**src/rtl/riscv_v_pkg.sv**
```systemverilog
// Shared types and defaults for the scalar-side vector dispatch block.
package riscv_v_pkg;

  localparam int         RISCV_V_DISPATCH_QDEPTH = 4;
  localparam int         RISCV_V_DISPATCH_PDEPTH = 4;
  localparam logic [5:0] RISCV_V_NOP_OPCODE      = 6'd0;

  typedef struct packed {
    logic [31:0] instr;
    logic [5:0]  opcode;
    logic [31:0] rs1_data;
    logic        is_v2i;
  } v_dispatch_entry_t;

  typedef enum logic {
    ST_RUN   = 1'b0,
    ST_DRAIN = 1'b1
  } v_dispatch_state_t;

endpackage

```
**src/rtl/riscv_v_dispatch_fifo.sv**
```systemverilog
// Circular FIFO with wrap-bit pointers, flush, and a per-slot view used for hazard lookups.
module riscv_v_dispatch_fifo #(
  parameter int WIDTH = 8,
  parameter int DEPTH = 4,
  localparam int AW   = $clog2(DEPTH)
) (
  input  logic                         clk,
  input  logic                         rst,
  input  logic                         flush,
  input  logic                         push,
  input  logic                         pop,
  input  logic [WIDTH-1:0]             wr_data,
  output logic [WIDTH-1:0]             rd_data,
  output logic [DEPTH-1:0][WIDTH-1:0]  entries,
  output logic [DEPTH-1:0]             entry_valid,
  output logic [AW:0]                  count,
  output logic                         full,
  output logic                         empty
);

  logic [WIDTH-1:0] mem [DEPTH];
  logic [AW:0]      wr_ptr;
  logic [AW:0]      rd_ptr;
  logic             do_push;
  logic             do_pop;

  assign full    = (wr_ptr[AW] != rd_ptr[AW]) && (wr_ptr[AW-1:0] == rd_ptr[AW-1:0]);
  assign empty   = (wr_ptr == rd_ptr);
  assign count   = wr_ptr - rd_ptr;
  assign do_push = push && !full && !flush;
  assign do_pop  = pop && !empty && !flush;
  assign rd_data = mem[rd_ptr[AW-1:0]];

  always_ff @(posedge clk or negedge rst) begin
    if (!rst) begin
      wr_ptr <= '0;
      rd_ptr <= '0;
    end else if (flush) begin
      wr_ptr <= '0;
      rd_ptr <= '0;
    end else begin
      if (do_push) wr_ptr <= wr_ptr + 1'b1;
      if (do_pop)  rd_ptr <= rd_ptr + 1'b1;
    end
  end

  always_ff @(posedge clk) begin
    if (do_push) mem[wr_ptr[AW-1:0]] <= wr_data;
  end

  // A slot is live when its distance from the read pointer is below the fill count.
  for (genvar gi = 0; gi < DEPTH; gi++) begin : g_slot
    logic [AW-1:0] offset;
    assign offset          = AW'(gi) - rd_ptr[AW-1:0];
    assign entries[gi]     = mem[gi];
    assign entry_valid[gi] = ({1'b0, offset} < count);
  end

endmodule

```
**src/rtl/riscv_v_dispatch.sv**
```systemverilog
// Scalar-side vector issue/return: instruction queue, pending v2i tracker, fence FSM.
// Optional macro RISCV_V_DISPATCH_BYPASS_EN: empty-queue bypass onto the issue registers.
module riscv_v_dispatch
  import riscv_v_pkg::*;
#(
  parameter int         QDEPTH     = RISCV_V_DISPATCH_QDEPTH,
  parameter int         PDEPTH     = RISCV_V_DISPATCH_PDEPTH,
  parameter logic [5:0] NOP_OPCODE = RISCV_V_NOP_OPCODE
) (
  input  logic        clk,
  input  logic        rst,
  input  logic        clear_pipe,
  input  logic        sc_v_valid,
  input  logic [31:0] sc_instr,
  input  logic [5:0]  sc_opcode,
  input  logic [31:0] sc_rs1_data,
  input  logic        sc_is_v2i,
  input  logic [4:0]  sc_rd_addr,
  input  logic        sc_fence,
  input  logic [4:0]  sc_rs1_addr,
  input  logic [4:0]  sc_rs2_addr,
  output logic        sc_stall,
  output logic [31:0] instruction_id,
  output logic [5:0]  opcode_id,
  output logic [31:0] int_rf_rd_data_id,
  input  logic        riscv_v_stall,
  input  logic [31:0] int_rf_wr_data_wb,
  input  logic        int_rf_wr_en_wb,
  output logic        sc_rf_wr_en,
  output logic [4:0]  sc_rf_wr_addr,
  output logic [31:0] sc_rf_wr_data
);

  localparam int QAW     = $clog2(QDEPTH);
  localparam int PAW     = $clog2(PDEPTH);
  localparam int ENTRY_W = $bits(v_dispatch_entry_t);

  v_dispatch_state_t state, state_next;
  v_dispatch_entry_t in_entry, q_head, issue_entry;

  logic                           q_full, q_empty, q_push, q_pop;
  logic                           p_full, p_empty, p_push, p_pop;
  logic [4:0]                     p_head;
  logic [PDEPTH-1:0][4:0]         p_entries;
  logic [PDEPTH-1:0]              p_valid;
  logic [PDEPTH-1:0]              p_hit;
  logic [PAW:0]                   p_count;
  logic                           enq, bypass, issue_any, hazard, drain_stall;
  logic [QDEPTH-1:0][ENTRY_W-1:0] q_entries_unused;
  logic [QDEPTH-1:0]              q_valid_unused;
  logic [QAW:0]                   q_count_unused;
  logic                           head_v2i_unused;

  assign in_entry        = '{instr: sc_instr, opcode: sc_opcode, rs1_data: sc_rs1_data, is_v2i: sc_is_v2i};
  assign head_v2i_unused = q_head.is_v2i;

  riscv_v_dispatch_fifo #(.WIDTH(ENTRY_W), .DEPTH(QDEPTH)) u_instr_q (
    .clk(clk), .rst(rst), .flush(clear_pipe), .push(q_push), .pop(q_pop),
    .wr_data(in_entry), .rd_data(q_head), .entries(q_entries_unused),
    .entry_valid(q_valid_unused), .count(q_count_unused), .full(q_full), .empty(q_empty)
  );

  riscv_v_dispatch_fifo #(.WIDTH(5), .DEPTH(PDEPTH)) u_pending_q (
    .clk(clk), .rst(rst), .flush(clear_pipe), .push(p_push), .pop(p_pop),
    .wr_data(sc_rd_addr), .rd_data(p_head), .entries(p_entries),
    .entry_valid(p_valid), .count(p_count), .full(p_full), .empty(p_empty)
  );

  // Any live pending destination (x0 excluded) read by decode is a RAW hazard.
  for (genvar gi = 0; gi < PDEPTH; gi++) begin : g_hazard
    assign p_hit[gi] = p_valid[gi] && (p_entries[gi] != 5'd0) &&
                       ((p_entries[gi] == sc_rs1_addr) || (p_entries[gi] == sc_rs2_addr));
  end
  assign hazard = |p_hit;

  assign sc_stall = q_full | (p_full & sc_is_v2i) | drain_stall | hazard;
  assign enq      = sc_v_valid && !sc_stall && !clear_pipe;

`ifdef RISCV_V_DISPATCH_BYPASS_EN
  assign bypass = enq && q_empty && !riscv_v_stall;
`else
  assign bypass = 1'b0;
`endif

  assign q_push      = enq && !bypass;
  assign q_pop       = !q_empty && !riscv_v_stall && !clear_pipe;
  assign p_push      = enq && sc_is_v2i;
  assign p_pop       = int_rf_wr_en_wb && !p_empty && !clear_pipe;
  assign issue_any   = q_pop || bypass;
  assign issue_entry = bypass ? in_entry : q_head;

  always_ff @(posedge clk or negedge rst) begin
    if (!rst) begin
      opcode_id         <= NOP_OPCODE;
      instruction_id    <= '0;
      int_rf_rd_data_id <= '0;
    end else if (clear_pipe) begin
      opcode_id         <= NOP_OPCODE;
      instruction_id    <= '0;
      int_rf_rd_data_id <= '0;
    end else if (!riscv_v_stall) begin
      if (issue_any) begin
        opcode_id         <= issue_entry.opcode;
        instruction_id    <= issue_entry.instr;
        int_rf_rd_data_id <= issue_entry.rs1_data;
      end else begin
        opcode_id         <= NOP_OPCODE;
        instruction_id    <= '0;
        int_rf_rd_data_id <= '0;
      end
    end
  end

  always_ff @(posedge clk or negedge rst) begin
    if (!rst) begin
      sc_rf_wr_en   <= 1'b0;
      sc_rf_wr_addr <= '0;
      sc_rf_wr_data <= '0;
    end else begin
      sc_rf_wr_en <= p_pop;
      if (p_pop) begin
        sc_rf_wr_addr <= p_head;
        sc_rf_wr_data <= int_rf_wr_data_wb;
      end
    end
  end

  always_ff @(posedge clk or negedge rst) begin
    if (!rst) state <= ST_RUN;
    else      state <= state_next;
  end

  always_comb begin
    state_next  = state;
    drain_stall = 1'b0;
    case (state)
      ST_RUN:   if (sc_fence && !(q_empty && p_empty)) state_next = ST_DRAIN;
      ST_DRAIN: begin
        drain_stall = 1'b1;
        if (q_empty && p_empty) state_next = ST_RUN;
      end
      default:  state_next = ST_RUN;
    endcase
    if (clear_pipe) state_next = ST_RUN;
  end

`ifndef SYNTHESIS
  // Results of v2i work dropped by clear_pipe may still trickle back; tolerate that many.
  logic [15:0] stale_results;
  always_ff @(posedge clk or negedge rst) begin
    if (!rst)
      stale_results <= '0;
    else if (clear_pipe)
      stale_results <= stale_results + 16'(p_count);
    else if (int_rf_wr_en_wb && p_empty && (stale_results != 16'd0))
      stale_results <= stale_results - 16'd1;
  end

  always_ff @(posedge clk) begin
    if (rst && !clear_pipe)
      assert (!(int_rf_wr_en_wb && p_empty && (stale_results == 16'd0)))
        else $error("riscv_v_dispatch: v2i result with no pending destination");
  end
`endif

endmodule

```
**config.mk**
```make
export PLATFORM = sky130hd
export DESIGN_NAME = riscv_v_dispatch
export DESIGN_NICKNAME = d
export VERILOG_FILES = /design/src/rtl/riscv_v_pkg.sv /design/src/rtl/riscv_v_dispatch_fifo.sv /design/src/rtl/riscv_v_dispatch.sv
export SDC_FILE = /design/constraint.sdc
export NUM_CORES = 1
export LEC_CHECK = 0
export ABC_AREA = 0
export ABC_CLOCK_PERIOD_IN_PS = 10200
export CORE_MARGIN = 2
export CORE_UTILIZATION = 35
export CTS_CLUSTER_DIAMETER = 80
export DETAILED_ROUTE_END_ITERATION = 6
export PLACE_DENSITY = 0.56
export SETUP_SLACK_MARGIN = 0.2
export SYNTH_ARGS = -nofsm -noshare
export SYNTH_HDL_FRONTEND = slang
export SYNTH_HIERARCHICAL = 1
export SYNTH_SLANG_ARGS = --single-unit
```
**constraint.sdc**
```tcl
create_clock -name clk -period 10.2 [get_ports clk]
set_input_delay 1.02 -clock clk [delete_from_list [all_inputs] [get_ports clk]]
set_output_delay 1.02 -clock clk [all_outputs]
set_load 0.005 [all_outputs]
```
==> flow_summary.json, run 1 <==
{
  "status": "finished clean",
  "power_density_mw_per_mm2": 222.9,
  "drt_iter0_drc": 584,
  "syn_area_mm2": 0.01648,
  "vias_per_cell": 5.035,
  "setup_tns_ns": 0,
  "p_int_mw": 3.572,
  "hpwlAfterDp_um": 22540,
  "finalHoldViolCount": 0,
  "cts_setup_buffers": 0,
  "grt_pass1_wl_um": 55980,
  "dp_slack_ns": 5.122,
  "slew_headroom_pct": 33.16,
  "insertion_delay_ns": 0.58,
  "antenna_found_initial": 6,
  "worst-slew-pin-transition_ns": 1.003,
  "p_sw_share_pct": 24.27,
  "grt_pass1_vias": 9172,
  "yosysWarnings": 6,
  "worstPathArrival_ns": 5.18,
  "critPathCaptureType": "register",
  "die_y_um": 221.0,
  "avgSynthCellArea_um2": 19.39,
  "path_class": "register to register",
  "grt_max_degree": 79,
  "clk_path_buf_depth": 3,
  "crit_path_max_fanout": 48,
  "ioPinCount": 234,
  "drc": 0,
  "combinationalPowerShare_pct": 18.0,
  "areaGrowthSynthToFinish_pct": 28.38,
  "slew_viol_final": 0,
  "layout.cells.non_filler": 1749,
  "ff2ff_setup_slack_ns": 5.22,
  "clk_pin_slew_ns": 0.06,
  "postRouteAntennaNets": 0,
  "grt_util_all_layers_pct": 14.86,
  "power_mw": 4.717,
  "hold_class": "input pin to async pin",
  "initial_core_util_pct": 35.40,
  "port_buffers": 233,
  "skew_ns": 0.03614,
  "htreeDepth": 2,
  "fin_crit_ns": 4.978,
  "cts_hold_buf": 0,
  "max_cap_viol_count": 0,
  "cts.sinks": 421,
  "nets": 1251,
  "firstDrtPassIters": 6,
  "drive_above_1_share_pct": 19.00,
  "seqPwrFrac_pct": 45.0,
  "coreArea_mm2": 0.04656,
  "peakVddDrop_uv": 135.2,
  "start_kind": "register",
  "wl_um": 36560,
  "rsz0062_at_grt": "false",
  "synthesis.nets": 997,
  "grt_overflow_total": 0,
  "clock_power_share_pct": 37.0,
  "setup_viol": 0,
  "antenna_cells": 0,
  "clock.fmax_mhz": 200.9,
  "post_drt_wl_per_cell_um": 20.90,
  "cellLeakagePower_nw": 7.431,
  "cts-resized-gates": 0,
  "worst_hold_slack_ns": 0.4786,
  "p_sw_mw": 1.145,
  "dieArea_mm2": 0.04884,
  "period_share_pct": 48.81,
  "placementRows": 79,
  "dp_cells": 1663,
  "synthCells": 850,
  "gp_congestion": 0.8266,
  "cts_tree": "built",
  "cp.required_ns": 10.40,
  "num_vias": 8806,
  "root_buffer": "clkbuf_16",
  "numCtsBuffers": 46,
  "finalWorstSetupSlack_ns": 5.222,
  "die_w_um": 221.0
}
## power groups by stage
stage / Sequential (mW) / Combinational (mW) / Clock [mW]
after CTS: 2.13 / 0.865 / 1.80
after detailed placement: 2.16 / 0.861 / 0
final: 2.12 / 0.847 / 1.75
after global placement: 2.16 / 0.859 / 0
after floorplan: 2.13 / 0.453 / 0
after global routing: 2.15 / 0.921 / 1.87
## state kept, by name, summed over array words and instances, names as in the netlist
name                count
u_pending_q/mem        20
state                   1
u_instr_q/wr_ptr        3
u_instr_q/mem         280
opcode_id               6
instruction_id         32
u_instr_q/rd_ptr        3
u_pending_q/wr_ptr      3
sc_rf_wr_data          32
sc_rf_wr_addr           5
int_rf_rd_data_id      32
sc_rf_wr_en             1
u_pending_q/rd_ptr      3
## worst max-delay path, stage by stage, from the launching register on
cell      delay, ns
dfrtp_4        1.09
ha_1           0.43
nand2_1        0.25
nor2_1         0.12
a211oi_1       0.22
o21ai_0        0.16
nor4_1         0.39
buf_4          0.24
inv_1          0.04
a211oi_1       0.45
and2_4         0.57
buf_4          0.62
## metrics by stage
step                      instance area, µm²  util, %
after floorplan                        16480        -
after global placement                 19510    41.91
after detailed placement               19510    41.91
after CTS                              21160    45.45
after global routing                   21160    45.45
final                                  21160    45.45
## layout make-up
class / count / area, µm²
flip-flops and latches: 421 / 12040
clock buffers: 59 / 1325
multi-input cells: 375 / 4225
clock inverters: 27 / 322.8
inverters: 14 / 52.55
fillers: 3992 / 25400
well taps: 607 / 759.5
repair buffers: 246 / 2431
## cell usage in the layout, fill, tap and decap left out, types with 8 or more instances in the layout
cell type / n
nor2_1: 16
mux4_2: 75
clkbuf_16: 50
ha_1: 21
edfxtp_1: 300
a22o_1: 70
nor3_1: 10
buf_4: 13
nand3_1: 14
inv_1: 14
xor2_1: 37
clkdlybuf4s50_1: 232
dfrtp_1: 119
mux2_2: 37
nor2b_1: 8
## worst paths after layout
| check | from | endpoint | cells past startpoint |
|---|---|---|---|
| min reg2reg | instruction_id[10]$_DFFE_PN0P_ | instruction_id[10]$_DFFE_PN0P_ | 1 |
| min | rst | sc_rf_wr_addr[3]$_DFFE_PN0P_ | 1 |
| max in group asynchronous | rst | u_instr_q/rd_ptr[0]$_DFFE_PN0P_ | 2 |
| max | u_instr_q/rd_ptr[0]$_DFFE_PN0P_ | u_instr_q/mem[1][59]$_DFFE_PP_ | 11 |
| min in group clk | instruction_id[10]$_DFFE_PN0P_ | instruction_id[10]$_DFFE_PN0P_ | 1 |
| max reg2reg | u_instr_q/rd_ptr[0]$_DFFE_PN0P_ | u_instr_q/mem[1][59]$_DFFE_PP_ | 11 |
## layer usage
metal | up-vias | global-route usage, % | part of all wire, %
met5 | - | 0 | 0.24
met4 | 12 | 4.330 | 1.9
met3 | 63 | 4.355 | 6.7
met2 | 267 | 23.10 | 46
met1 | 4512 | 20.31 | 45
li1 | 3952 | - | -
(Power assumes the default switching activity.)
==> run 2, diff against run 1 <==
--- a/config.mk
+++ b/config.mk
@@ -6,12 +6,12 @@
 export NUM_CORES = 1
 export LEC_CHECK = 0
 export ABC_AREA = 0
-export ABC_CLOCK_PERIOD_IN_PS = 10200
+export ABC_CLOCK_PERIOD_IN_PS = 4400
 export CORE_MARGIN = 2
 export CORE_UTILIZATION = 35
 export CTS_CLUSTER_DIAMETER = 80
 export DETAILED_ROUTE_END_ITERATION = 6
-export PLACE_DENSITY = 0.56
+export PLACE_DENSITY = 0.58
 export SETUP_SLACK_MARGIN = 0.2
 export SYNTH_ARGS = -nofsm -noshare
 export SYNTH_HDL_FRONTEND = slang
==> constraint.sdc (replaced) <==
create_clock -name clk -period 4.4 [get_ports clk]
set_input_delay 0.44 -clock clk [delete_from_list [all_inputs] [get_ports clk]]
set_output_delay 0.44 -clock clk [all_outputs]
set_load 0.005 [all_outputs]
==> flow_summary.json, run 2 (synthesis gave the netlist of run 1 again) <==
{
  "status": "finished clean",
  "dieArea_mm2": 0.04884,
  "rsz0062_at_grt": "false",
  "power_density_mw_per_mm2": 503.6,
  "grt_max_degree": 81,
  "ioPinCount": 234,
  "setup_viol": 0,
  "grt_overflow_total": 0,
  "placementRows": 79,
  "cp_slowest_cell": "fa_1",
  "gp_congestion": 0.8417,
  "worstPathArrival_ns": 4.19,
  "drt_iter0_drc": 575,
  "clock.fmax_mhz": 255.1,
  "peakVddDrop_uv": 303.0,
  "die_y_um": 221.0,
  "fin_crit_ns": 3.919,
  "final_area_mm2": 0.02132,
  "ff2ff_setup_slack_ns": 0.48,
  "drc": 0,
  "port_buffers": 233,
  "cp_cell_sequence": "inv_2, ha_1, inv_1, fa_1, inv_1, ha_1, nor2b_1, o21ai_0, o21ai_1, o22ai_1, nor4_1, buf_4, inv_1, a211oi_1, buf_4, and2_4, buf_4",
  "areaGrowthSynthToFinish_pct": 29.36,
  "cts_tree": "built",
  "slew_viol_final": 0,
  "placed_cell_area_mm2": 0.01974,
  "numCtsBuffers": 45,
  "insertion_delay_ns": 0.58,
  "clk_pin_slew_ns": 0.06,
  "die_w_um": 221.0,
  "wl_met3_um": 2457,
  "grt_pass1_vias": 9210,
  "post_drt_wl_per_cell_um": 21.20,
  "hold_class": "input pin to register",
  "seqPwrFrac_pct": 45.4,
  "dp_cells": 1678,
  "skew_ns": 0.01606,
  "final_common_cell": "edfxtp_1",
  "wl_um": 37550,
  "period_share_pct": 89.08,
  "wl_met1_um": 16930,
  "firstDrtPassIters": 5,
  "postRouteAntennaNets": 0,
  "slew_headroom_pct": 41.62,
  "crit_path_max_fanout": 12,
  "crit_buf_inv": 7,
  "worst-slew-pin-transition_ns": 0.8757,
  "nets": 1275,
  "clk_path_buf_depth": 3,
  "grt_pass1_wl_um": 57620,
  "finalWorstSetupSlack_ns": 0.4807,
  "hpwlAfterDp_um": 24530,
  "grt_util_all_layers_pct": 15.36,
  "root_buffer": "clkbuf_16",
  "vias_per_cell": 4.981,
  "path_delay_family": "buffers and inverters",
  "combinationalPowerShare_pct": 19.3,
  "cp.required_ns": 4.68,
  "dp_slack_ns": 0.3356,
  "max_stage_delay_ns": 0.47,
  "clock_power_share_pct": 35.3,
  "start_kind": "register",
  "num_vias": 8821,
  "layout.cells.non_filler": 1771,
  "top_layer": "met5",
  "coreArea_mm2": 0.04656,
  "cellLeakagePower_nw": 7.540,
  "antenna_cells": 0,
  "layout_common_cells": "300 x edfxtp_1, 232 x clkdlybuf4s50_1, 117 x dfrtp_1, 75 x mux4_2, 70 x a22o_1",
  "p_sw_mw": 2.642,
  "max_cap_viol_count": 0,
  "drive_above_1_share_pct": 20.70,
  "cts.sinks": 421,
  "setup_tns_ns": 0,
  "critPathCaptureType": "register",
  "initial_core_util_pct": 35.40,
  "p_sw_share_pct": 24.60,
  "htreeDepth": 2,
  "finalHoldViolCount": 0,
  "path_class": "register to register",
  "p_int_mw": 8.095,
  "largest_reg_flops": 280,
  "dr_wl_met2_um": 17440,
  "antenna_found_initial": 2
}
## run 2: cell count changes in the layout (fill, tap and decap cells not counted), sizes merged
cell         before  now
buf              14   38
bufinv            5    2
clkbuf           59   66
clkinv           16   10
clkinvlp          4    1
dlygate4sd3       0    1
inv              16   18
## run 2: repair_timing
item	CTS	global route
setup buffers	0	9
hold buffers	1	0
endpoints found under the setup margin	0	266
gates resized for setup	0	3
endpoints found under the hold margin	58	0
## run 2: path summary, 6_finish.rpt
kind	startpoint	endpoint	depth (start not counted)
hold reg to reg	instruction_id[18]$_DFFE_PN0P_	instruction_id[18]$_DFFE_PN0P_	1
max in group asynchronous	rst	u_pending_q/rd_ptr[1]$_DFFE_PN0P_	3
hold / removal	sc_fence	state$_DFF_PN0_	3
setup / recovery	u_pending_q/wr_ptr[0]$_DFFE_PN0P_	u_instr_q/mem[1][12]$_DFFE_PP_	17
min in group asynchronous	rst	u_pending_q/rd_ptr[0]$_DFFE_PN0P_	2
setup reg to reg	u_pending_q/wr_ptr[0]$_DFFE_PN0P_	u_instr_q/mem[1][12]$_DFFE_PP_	17
## run 2: power by group through the flow
stage / clock [mW] / combinational, mW / sequential, mW
after floorplan: 0 / 1.05 / 4.92
after global placement: 0 / 2.08 / 4.94
after detailed placement: 0 / 2.10 / 4.95
after CTS: 3.91 / 2.11 / 4.88
after global routing: 4.06 / 2.26 / 4.92
final: 3.79 / 2.08 / 4.87
## run 2: cell type report
type / count / area [µm²]
Fill cell: 3946 / 25230
Sequential cell: 421 / 12050
Multi-Input combinational cell: 375 / 4225
Timing Repair Buffer: 271 / 2734
Clock buffer: 66 / 1326
Tap cell: 607 / 759.5
Clock inverter: 17 / 177.7
Inverter: 14 / 52.55
## run 2: per-stage QoR
stage / util, % / hold WS, ns / power [mW]
final: 45.80 / 0.4591 / 10.74
after global routing: 45.80 / 0.4593 / 11.25
after CTS: 45.65 / 0.4347 / 10.89
after detailed placement: 42.40 / 0.4804 / 7.053
after global placement: 42.40 / 0.4852 / 7.028
after floorplan: - / 0.1444 / 5.974
## run 2: tightest hold or removal path, delay by kind of cell
family                 cells  cell delay, ns
and+or+nand+nor            1            0.09
buffers and inverters      1            0.40
AOI/OAI and AO/OA          1            0.05
## run 2: layer usage
| metal | track usage (%) | up-vias |
|---|---|---|
| met1 | 21.15 | 4492 |
| li1 | - | 3987 |
| met4 | 4.005 | 4 |
| met5 | 0 | - |
| met2 | 23.91 | 286 |
| met3 | 4.501 | 52 |
